**config.mk**
```make
export PLATFORM = sky130hd
export DESIGN_NAME = inst_fetch_axi_flat
export DESIGN_NICKNAME = d
export VERILOG_FILES = /design/src/rtl/fetch_pkg.sv /design/src/rtl/inst_fetch_axi_if.sv /design/src/rtl/fetch_queue.sv /design/src/rtl/inst_fetch_axi.sv /design/src/flat_wrapper.sv
export SDC_FILE = /design/constraint.sdc
export NUM_CORES = 1
export LEC_CHECK = 0
export CELL_PAD_IN_SITES_DETAIL_PLACEMENT = 0
export CELL_PAD_IN_SITES_GLOBAL_PLACEMENT = 2
export CORE_ASPECT_RATIO = 0.9
export CORE_MARGIN = 2
export CORE_UTILIZATION = 45
export DETAILED_ROUTE_END_ITERATION = 10
export PLACE_DENSITY_LB_ADDON = 0.1
export SLEW_MARGIN = 5
export SYNTH_ARGS = -nofsm -noshare
export SYNTH_HDL_FRONTEND = slang
export SYNTH_HIERARCHICAL = 1
export SYNTH_SLANG_ARGS = --single-unit
```
**constraint.sdc**
```tcl
create_clock -name CLK -period 22.9 [get_ports CLK]
set_input_delay 4.58 -clock CLK [delete_from_list [all_inputs] [get_ports CLK]]
set_output_delay 4.58 -clock CLK [all_outputs]
set_load 0.005 [all_outputs]
```
**src/rtl/fetch_pkg.sv**
```systemverilog
`default_nettype none
// ============================================================================
// Module      : fetch_pkg
// Description : Types and constants shared by the instruction-fetch front-end.
//               fetch_entry_t is one queued fetch result {pc, inst}.
// Revision    : 1.0 - initial release
// ============================================================================
package fetch_pkg;

    typedef struct packed {
        logic [31:0] pc;
        logic [31:0] inst;
    } fetch_entry_t;

    localparam logic [31:0] INST_BYTES         = 32'd4;
    localparam logic [31:0] PC_ALIGN_MASK      = 32'hFFFF_FFFC;
    localparam logic [31:0] DEFAULT_START_ADDR = 32'h0000_0000;

endpackage
`default_nettype wire

```
**src/rtl/inst_fetch_axi_if.sv**
```systemverilog
`default_nettype none
// ============================================================================
// Module      : inst_fetch_axi_if
// Description : Bus bundle of the fetch front-end: redirect input, MMU
//               instruction read port and the decode valid/ready port.
//               master = fetch unit, slave = surrounding core / MMU / decode.
// Revision    : 1.0 - initial release
// ============================================================================
interface inst_fetch_axi_if;

    logic        FLUSH;
    logic [31:0] NEW_PC;
    logic        MEM_WAIT;
    logic        INST_RDEN;
    logic [31:0] INST_RADDR;
    logic        INST_RVALID;
    logic [31:0] INST_RDATA;
    logic        FETCH_VALID;
    logic [31:0] FETCH_PC;
    logic [31:0] FETCH_INST;
    logic        FETCH_READY;

    modport master (
        input  FLUSH, NEW_PC, MEM_WAIT, INST_RVALID, INST_RDATA, FETCH_READY,
        output INST_RDEN, INST_RADDR, FETCH_VALID, FETCH_PC, FETCH_INST
    );

    modport slave (
        output FLUSH, NEW_PC, MEM_WAIT, INST_RVALID, INST_RDATA, FETCH_READY,
        input  INST_RDEN, INST_RADDR, FETCH_VALID, FETCH_PC, FETCH_INST
    );

endinterface
`default_nettype wire

```
**src/rtl/fetch_queue.sv**
```systemverilog
`default_nettype none
// ============================================================================
// Module      : fetch_queue
// Description : Synchronous FIFO of fetch_entry_t, FIFO_DEPTH entries.
//               Head is presented combinationally (zero added latency).
// Ports       : clk, rst (async, active-high), push/push_data, pop, clear,
//               count (occupancy), head (oldest entry)
// Revision    : 1.0 - initial release
// ============================================================================
module fetch_queue
    import fetch_pkg::*;
#(
    parameter int FIFO_DEPTH = 4
) (
    input  logic                          clk,
    input  logic                          rst,
    input  logic                          push,
    input  fetch_entry_t                  push_data,
    input  logic                          pop,
    input  logic                          clear,
    output logic [$clog2(FIFO_DEPTH):0]   count,
    output fetch_entry_t                  head
);

    localparam int AW = $clog2(FIFO_DEPTH);

    fetch_entry_t   r_mem [FIFO_DEPTH];
    // One extra pointer bit distinguishes full from empty.
    logic [AW:0]    r_wr_ptr;
    logic [AW:0]    r_rd_ptr;

    always_ff @(posedge clk or posedge rst) begin
        if (rst) begin
            r_wr_ptr <= '0;
            r_rd_ptr <= '0;
            for (int i = 0; i < FIFO_DEPTH; i++) begin
                r_mem[i] <= '0;
            end
        end else begin
            if (push) begin
                r_mem[r_wr_ptr[AW-1:0]] <= push_data;
            end
            if (clear) begin
                r_wr_ptr <= '0;
                r_rd_ptr <= '0;
            end else begin
                if (push) r_wr_ptr <= r_wr_ptr + (AW+1)'(1);
                if (pop)  r_rd_ptr <= r_rd_ptr + (AW+1)'(1);
            end
        end
    end

    assign count = r_wr_ptr - r_rd_ptr;
    assign head  = r_mem[r_rd_ptr[AW-1:0]];

endmodule
`default_nettype wire

```
**src/rtl/inst_fetch_axi.sv**
```systemverilog
`default_nettype none
// ============================================================================
// Module      : inst_fetch_axi
// Description : Instruction fetch front-end ahead of the AXI MMU. Generates
//               sequential PCs, issues one outstanding read at a time, queues
//               responses and hands {pc, inst} to decode. FLUSH redirects the
//               PC, clears the queue and discards any in-flight response.
// Ports       : CLK, RST (async, active-high), bus (inst_fetch_axi_if.master),
//               PERF_WAIT_CNT (only with INST_FETCH_PERF_CNT_EN)
// Options     : `define INST_FETCH_PERF_CNT_EN adds a saturating counter of
//               cycles spent with INST_RDEN && MEM_WAIT.
// Revision    : 1.0 - initial release
// ============================================================================
module inst_fetch_axi
    import fetch_pkg::*;
#(
    parameter int          FIFO_DEPTH = 4,
    parameter logic [31:0] START_ADDR = DEFAULT_START_ADDR
) (
    input  logic                 CLK,
    input  logic                 RST,
    inst_fetch_axi_if.master     bus
`ifdef INST_FETCH_PERF_CNT_EN
    ,
    output logic [31:0]          PERF_WAIT_CNT
`endif
);

    localparam int CW = $clog2(FIFO_DEPTH) + 1;

    logic [31:0]    r_pc;
    logic [31:0]    r_req_pc;
    logic           r_outstanding;
    logic           r_discard;

    logic [CW-1:0]  w_count;
    logic [CW-1:0]  w_used;
    fetch_entry_t   w_head;
    fetch_entry_t   w_push_data;
    logic           w_valid;
    logic           w_rden;
    logic           w_accept;
    logic           w_resp;
    logic           w_push;
    logic           w_pop;

    always_comb begin
        // Credits: queued entries plus the in-flight one must leave a slot.
        w_used   = w_count + CW'(r_outstanding);
        // Gating with RST keeps the request low while reset is held. A new
        // request is allowed with one outstanding only when its response is
        // arriving now, which also covers the discard case.
        w_rden   = !RST && !bus.FLUSH
                 && (w_used < CW'(FIFO_DEPTH))
                 && (!r_outstanding || bus.INST_RVALID);
        w_accept = w_rden && !bus.MEM_WAIT;
        w_resp   = bus.INST_RVALID && r_outstanding;
        w_push   = w_resp && !r_discard && !bus.FLUSH;
        w_valid  = (w_count != '0);
        w_pop    = w_valid && bus.FETCH_READY;
        w_push_data.pc   = r_req_pc;
        w_push_data.inst = bus.INST_RDATA;
    end

    always_ff @(posedge CLK or posedge RST) begin
        if (RST) begin
            r_pc          <= START_ADDR;
            r_req_pc      <= START_ADDR;
            r_outstanding <= 1'b0;
            r_discard     <= 1'b0;
        end else if (bus.FLUSH) begin
            r_pc          <= bus.NEW_PC & PC_ALIGN_MASK;
            // A response landing in the flush cycle is simply dropped; one
            // still in flight must be swallowed when it returns.
            r_outstanding <= r_outstanding && !bus.INST_RVALID;
            r_discard     <= r_outstanding && !bus.INST_RVALID;
        end else begin
            if (w_accept) begin
                r_pc     <= r_pc + INST_BYTES;
                r_req_pc <= r_pc;
            end
            if (w_accept) begin
                r_outstanding <= 1'b1;
            end else if (w_resp) begin
                r_outstanding <= 1'b0;
            end
            if (w_resp) begin
                r_discard <= 1'b0;
            end
        end
    end

    fetch_queue #(
        .FIFO_DEPTH (FIFO_DEPTH)
    ) u_queue (
        .clk       (CLK),
        .rst       (RST),
        .push      (w_push),
        .push_data (w_push_data),
        .pop       (w_pop),
        .clear     (bus.FLUSH),
        .count     (w_count),
        .head      (w_head)
    );

    assign bus.INST_RDEN   = w_rden;
    assign bus.INST_RADDR  = r_pc;
    assign bus.FETCH_VALID = w_valid;
    assign bus.FETCH_PC    = w_head.pc;
    assign bus.FETCH_INST  = w_head.inst;

`ifdef INST_FETCH_PERF_CNT_EN
    logic [31:0] r_perf_wait_cnt;

    always_ff @(posedge CLK or posedge RST) begin
        if (RST) begin
            r_perf_wait_cnt <= '0;
        end else if (w_rden && bus.MEM_WAIT && (r_perf_wait_cnt != 32'hFFFF_FFFF)) begin
            r_perf_wait_cnt <= r_perf_wait_cnt + 32'd1;
        end
    end

    assign PERF_WAIT_CNT = r_perf_wait_cnt;
`endif

endmodule
`default_nettype wire

```
**src/flat_wrapper.sv**
```systemverilog
// flat-port wrapper written by rule: the top's interface ports become plain ports
module inst_fetch_axi_flat import fetch_pkg::*;
#(
    parameter int          FIFO_DEPTH = 4,
    parameter logic [31:0] START_ADDR = DEFAULT_START_ADDR
)
  (CLK, RST, bus_FLUSH, bus_NEW_PC, bus_MEM_WAIT, bus_INST_RVALID, bus_INST_RDATA, bus_FETCH_READY, bus_INST_RDEN, bus_INST_RADDR, bus_FETCH_VALID, bus_FETCH_PC, bus_FETCH_INST);
  inst_fetch_axi_if bus_i ();
  input  logic CLK;
  input  logic RST;
  input wire logic [$bits(bus_i.FLUSH)-1:0] bus_FLUSH;
  input wire logic [$bits(bus_i.NEW_PC)-1:0] bus_NEW_PC;
  input wire logic [$bits(bus_i.MEM_WAIT)-1:0] bus_MEM_WAIT;
  input wire logic [$bits(bus_i.INST_RVALID)-1:0] bus_INST_RVALID;
  input wire logic [$bits(bus_i.INST_RDATA)-1:0] bus_INST_RDATA;
  input wire logic [$bits(bus_i.FETCH_READY)-1:0] bus_FETCH_READY;
  output wire logic [$bits(bus_i.INST_RDEN)-1:0] bus_INST_RDEN;
  output wire logic [$bits(bus_i.INST_RADDR)-1:0] bus_INST_RADDR;
  output wire logic [$bits(bus_i.FETCH_VALID)-1:0] bus_FETCH_VALID;
  output wire logic [$bits(bus_i.FETCH_PC)-1:0] bus_FETCH_PC;
  output wire logic [$bits(bus_i.FETCH_INST)-1:0] bus_FETCH_INST;
  assign bus_i.FLUSH = bus_FLUSH;
  assign bus_i.NEW_PC = bus_NEW_PC;
  assign bus_i.MEM_WAIT = bus_MEM_WAIT;
  assign bus_i.INST_RVALID = bus_INST_RVALID;
  assign bus_i.INST_RDATA = bus_INST_RDATA;
  assign bus_i.FETCH_READY = bus_FETCH_READY;
  assign bus_INST_RDEN = bus_i.INST_RDEN;
  assign bus_INST_RADDR = bus_i.INST_RADDR;
  assign bus_FETCH_VALID = bus_i.FETCH_VALID;
  assign bus_FETCH_PC = bus_i.FETCH_PC;
  assign bus_FETCH_INST = bus_i.FETCH_INST;
  inst_fetch_axi #(.FIFO_DEPTH(FIFO_DEPTH), .START_ADDR(START_ADDR)) u_core (.CLK(CLK), .RST(RST), .bus(bus_i));
endmodule
```
* Yosys cells after proc, flatten, opt, wreduce, memory -nomap -nowiden
Index checks and enable logic that the tools add are counted.
** Cells by class
- Reduce and logical (&&, ||, !) cells :: 24
- Magnitude comparators :: 4
- Bitwise logic cells :: 3
- Mux-type cells :: 16
- $add $sub $neg :: 5
** Operator list (count)
- 256-bit bitwise mux :: 1
- 64-bit two-way mux :: 3
- 64-bit binary-select mux with 2-bit select :: 1
- 64-bit demux with 2-bit select :: 1
- 32-bit two-way mux :: 2
- 32-bit by 3-bit adder with 32-bit output, second input constant :: 1
- 3-bit two-way mux :: 4
- 1-bit logical AND :: 10
- 2-bit nonzero test :: 4
- 3-bit by 1-bit adder with 3-bit output, second input constant :: 2
- 3-bit >= comparator, second input constant :: 2
- 1-bit zero test :: 6
- 2-bit NOT with 3-bit output :: 2
- 3-bit nonzero test :: 2
- 1-bit two-way mux :: 4
- 3-bit by 1-bit adder with 3-bit output :: 1
- 3-bit by 1-bit < comparator with 1-bit output, second input constant :: 1
- 3-bit < comparator, second input constant :: 1
- 3-bit subtractor :: 1
- 2-bit AND reduction :: 1
- 1-bit logical OR :: 1
- 1-bit NOT :: 1
** Word-level totals
- Logic and storage cells :: 66
- Input port bits :: 70
- Register bits :: 328
- Output and inout bits :: 98

* Logic depth before layout (Yosys ltp)
- Word-level depth :: 8
- Gate-level depth with buffers :: 13
- Mapped depth without buffers :: 11

* Modules after synthesis
Netlist, hierarchy kept.
** Modules (own cells, without submodules)
- fetch_queue :: area each 12578.3 um^2, instances 1, seq. area each 6556.3 um^2, cells an instance 653
- inst_fetch_axi :: area each 3067.9 um^2, instances 1, seq. area each 1551.5 um^2, cells an instance 348

* Worst setup path before layout
OpenSTA, ideal clock, no wires.
- Kind :: in2out
- Start :: in bus_INST_RVALID
- End :: out bus_INST_RDEN
- Stages :: 3
- Data required time :: 18.320 ns
- Arrival time :: 4.994 ns
- Path buffers :: 0
- Path slack :: 13.326 ns
- Cells stage by stage :: nand2b_1 > o211ai_1 > inv_2
** Between the ends
- Word-level cells in the longest chain between the ends :: 2
** RTL lines
- start: declaration :: RTL line flat_wrapper.sv:14 : input wire logic [$bits(bus_i.INST_RVALID)-1:0] bus_INST_RVALID;
- 1-bit logical OR :: RTL line inst_fetch_axi.sv:55 : && (!r_outstanding || bus.INST_RVALID);
- 1-bit logical AND :: RTL line inst_fetch_axi.sv:55
- end: declaration :: RTL line flat_wrapper.sv:17 : output wire logic [$bits(bus_i.INST_RDEN)-1:0] bus_INST_RDEN;
No other way between the ends.

* Worst setup path in the final report
- Start :: in bus_FLUSH
- End :: out bus_INST_RDEN
** Between the ends
- Word-level cells in the longest chain between the ends :: 4
** RTL lines
- start: declaration :: RTL line flat_wrapper.sv:11 : input wire logic [$bits(bus_i.FLUSH)-1:0] bus_FLUSH;
- 1-bit zero test :: RTL line inst_fetch_axi.sv:53 : w_rden = !RST && !bus.FLUSH
- 1-bit logical AND :: RTL line inst_fetch_axi.sv:53
- 1-bit logical AND :: RTL line inst_fetch_axi.sv:54 : && (w_used < CW'(FIFO_DEPTH))
- 1-bit logical AND :: RTL line inst_fetch_axi.sv:55
No other way between the ends.

==> metrics.md <==
| Metric | Value |
|---|---|
| CP max stage cell | `clkdlybuf4s50_1` |
| Die Width | `200.6 um` |
| Post-synthesis xor/xnor area fraction | `0.5038%` |
| Largest net degree at the start of global routing | `182` |
| First drt pass iteration count | `5` |
| Largest family of logic cells by synthesized area | `multiplexers` |
| Area delta synth->final | `19.40%` |
| Initial DRC count | `611` |
| GRT Residual Overflow | `0` |
| Slew headroom | `28.98%` |
| Slew @ Worst Pin | `1.065 ns` |
| Synth warnings | `6` |
| Number of hold-repair buffers added at the cts stage | `0` |
| Total number of vias | `between 8000 and 9000` |
| TritonCTS clock tree | `yes` |
| Worst EP arrival | `6.56 ns` |
| Min-delay worst type | `flip-flop to flip-flop` |
| Post-CTS Setup Inserts | `0` |
| Final ANT Viol Nets | `0` |
| # IOs | `between 150 and 200` |
| TritonCTS Buffers | `37` |
| Starting Density | `45.87%` |
| Skew-Pair Late Insertion Delay | `0.52 ns` |
| Final WL | `34.69 mm` |
| Vias per inst | `5.312` |
| Core Area | `0.03411 mm^2` |
| Clock root cell | `clkbuf_16` |
| Top area cells in the synthesized netlist | `dfrtp_1 (52%), mux2_4 (23%), mux4_2 (9.2%)` |
| Antenna cell count | `0` |
| Tmin final | `11.14 ns` |
| Fin Clk Skew | `0.009631 ns` |
| # Max-Cap Violations | `0` |
| Row Count | `64` |
| Maximum vdd ir drop | `0.00007038 V` |
| FMAX | `89.79 MHz` |
| Placer Congestion | `0.7507` |
| Die area | `0.03628 mm^2` |
| Top-area cell type share of the netlist area | `51.82%` |
| Synthesized instance count | `between 1000 and 1500` |
| DP HPWL | `19.99 mm` |
| Unrepaired setup endpoints after global routing | `no` |
| Clock buffer depth | `3` |
| Setup crit end kind | `output port` |
| Post-synthesis adder-cell area fraction | `0.6877%` |
| Total Power | `0.001879 W` |
| Seq/Total Area, Yosys | `51.82%` |
| GRT Util Overall | `just under 20%` |
| Leak pwr | `just over 9 nW` |
| Setup TNS | `0 ns` |
| Worst Setup SP | `bus_FLUSH` |
| Commonest non-fill, non-tap cell in the layout | `dfrtp_1` |
| Total number of H-tree levels | `2` |
| Status | `complete, no violations` |
| Crit path max fanout | `46` |
| R2R Path Start | `u_core/u_queue/r_rd_ptr[0]` |
| Vias in the first global route | `9603` |
| Mean Syn Cell Area | `15.63 um^2` |
| Hold Crit Start | `u_core/u_queue/r_mem[60]` |
| Clock sink count | `324` |
| Clock transition at path regs | `0.06 ns` |
| Number of antenna violations at the first check in global routing | `0` |
| Cell taking the most area after synthesis | `dfrtp_1` |
| CP Launch Type | `primary input` |
| CP Class | `primary input to output port` |
| Final net count | `1241` |
| Top delay family on crit path | `buffers and inverters` |
| Tcrit/Tclk final | `a little under 50%` |
| Post-cts repair resize count | `0` |
| Delay of the slowest critical-path stage | `between 0.4 and 0.5 ns` |
| Post-DR wirelength/cell | `21.01 um` |
| Yosys reg bits | `324` |
| Util after Layout | `54.76%` |
| Final slew viol count | `0` |
| Mux contribution to synthesized area | `33.59%` |
| Worst path required time | `18.32 ns` |
| Netlist area before placement | `0.01565 mm^2` |
| Power density cells | `slightly above 100 mW/mm^2` |
| Main synth FF type | `dfrtp_1` |
| Synth cell types | `between 50 and 60` |
| Share of layout cells above drive strength 1 | `34.40%` |
| Hold Vio Cnt, Final | `0` |
| Commonest cells after routing, fill and taps aside | `dfrtp_1 (322), mux2_4 (240), clkdlybuf4s50_1 (163), nand2_1 (112), mux4_2 (64)` |
| Post-route setup slack | `11.76 ns` |
| Post-synth ARST share | `100.0%` |
| Post-Synth Simple-Gate Area | `between 6 and 7%` |
| First-pass GRT wire length | `56.23 mm` |
| DRC viols | `0` |
| Critical-path cell list | `clkdlybuf4s50_1 -> buf_4 -> nor2_1 -> o211ai_1 -> buf_4 -> inv_2 -> clkdlybuf4s50_1` |
| Port-buffer cells | `163` |
| Die H | `180.9 um` |
| Compound-gate portion of the synthesized area | `3.223%` |
| Bufs and invs on worst path | `5` |
| Post-synth EDFFs | `0` |
| Finish-stage setup viols | `0` |
| Place WS | `approximately 12 ns` |
[flip-flops by register name, indices dropped and copies added, names as in the netlist]
| name | flops |
|---|---|
| u_core/u_queue/r_wr_ptr | 3 |
| u_core/r_outstanding | 1 |
| u_core/r_discard | 1 |
| u_core/u_queue/r_rd_ptr | 3 |
| u_core/r_req_pc | 30 |
| u_core/u_queue/r_mem | 256 |
| u_core/bus.INST_RADDR | 30 |
[cells in the mapped netlist, types with 3 or more instances]
library cell / number
xnor2_1: 9
nand2_8: 4
mux2i_1: 3
mux4_2: 64
dfrtp_1: 324
ha_1: 7
a21oi_1: 9
inv_1: 15
buf_2: 3
a31oi_1: 4
o31ai_1: 3
or4_1: 4
mux2_4: 240
or3_1: 3
buf_1: 3
o31a_1: 3
nand2_1: 112
nor4_1: 5
nand3_1: 13
o211ai_1: 6
buf_6: 31
buf_12: 7
nor2_1: 13
mux2_2: 16
o21ai_0: 22
a211oi_1: 3
and4_1: 3
nand4_1: 8
clkbuf_1: 12
o311ai_0: 10
[path summary, 6_finish.rpt]
path	end	slack, ns	cells past startpoint
max	bus_INST_RDEN	11.76	7
min	u_core/u_queue/r_mem[60]	0.50	1
max reg2reg	u_core/bus.INST_RADDR[30]	19.29	11
min reg2reg	u_core/u_queue/r_mem[60]	0.50	1
max in group asynchronous	u_core/u_queue/r_mem[171]	16.80	3
min in group asynchronous	u_core/r_req_pc[25]	4.48	2
[cells by family after synthesis]
family / Yosys count
compound gates: 74
xor+xnor: 9
fa+ha+maj: 8
mux: 323
simple gates: 186
flops: 324
buf+inv: 76
other cells: 1
[report_power, final]
group	internal (W)	total, W	switching, W
logic	0.000331	0.000505	0.000175
clock network	0.000377	0.000611	0.000235
registers	0.000665	0.000762	0.0000968
[per-stage QoR]
stage               instance area (um^2)  instances  hold slack [ns]
global route                       18680       1651           0.5178
global placement                   17420       1586           0.4825
finish                             18680       1651           0.4994
detailed placement                 17420       1586           0.4869
CTS                                18680       1651           0.5023
floorplan                          15680       1010           0.4740
[layer usage]
| layer | wire length [um] | track usage, % |
|---|---|---|
| met1 | 16420 | 28.21 |
| met2 | 16390 | 30.88 |
| met3 | 1156 | 3.337 |
| met4 | 723 | 5.126 |
| met5 | 0 | 0 |
[cell type report]
class	count	area, um^2
inverters	17	71.32
clock buffers	57	1144
clock inverters	8	118.9
flip-flops and latches	324	8115
repair buffers	173	1719
multi-input cells	610	6935
fillers	2875	15430
well taps	462	578.1
No activity file was read; power rests on OpenSTA's default activity.
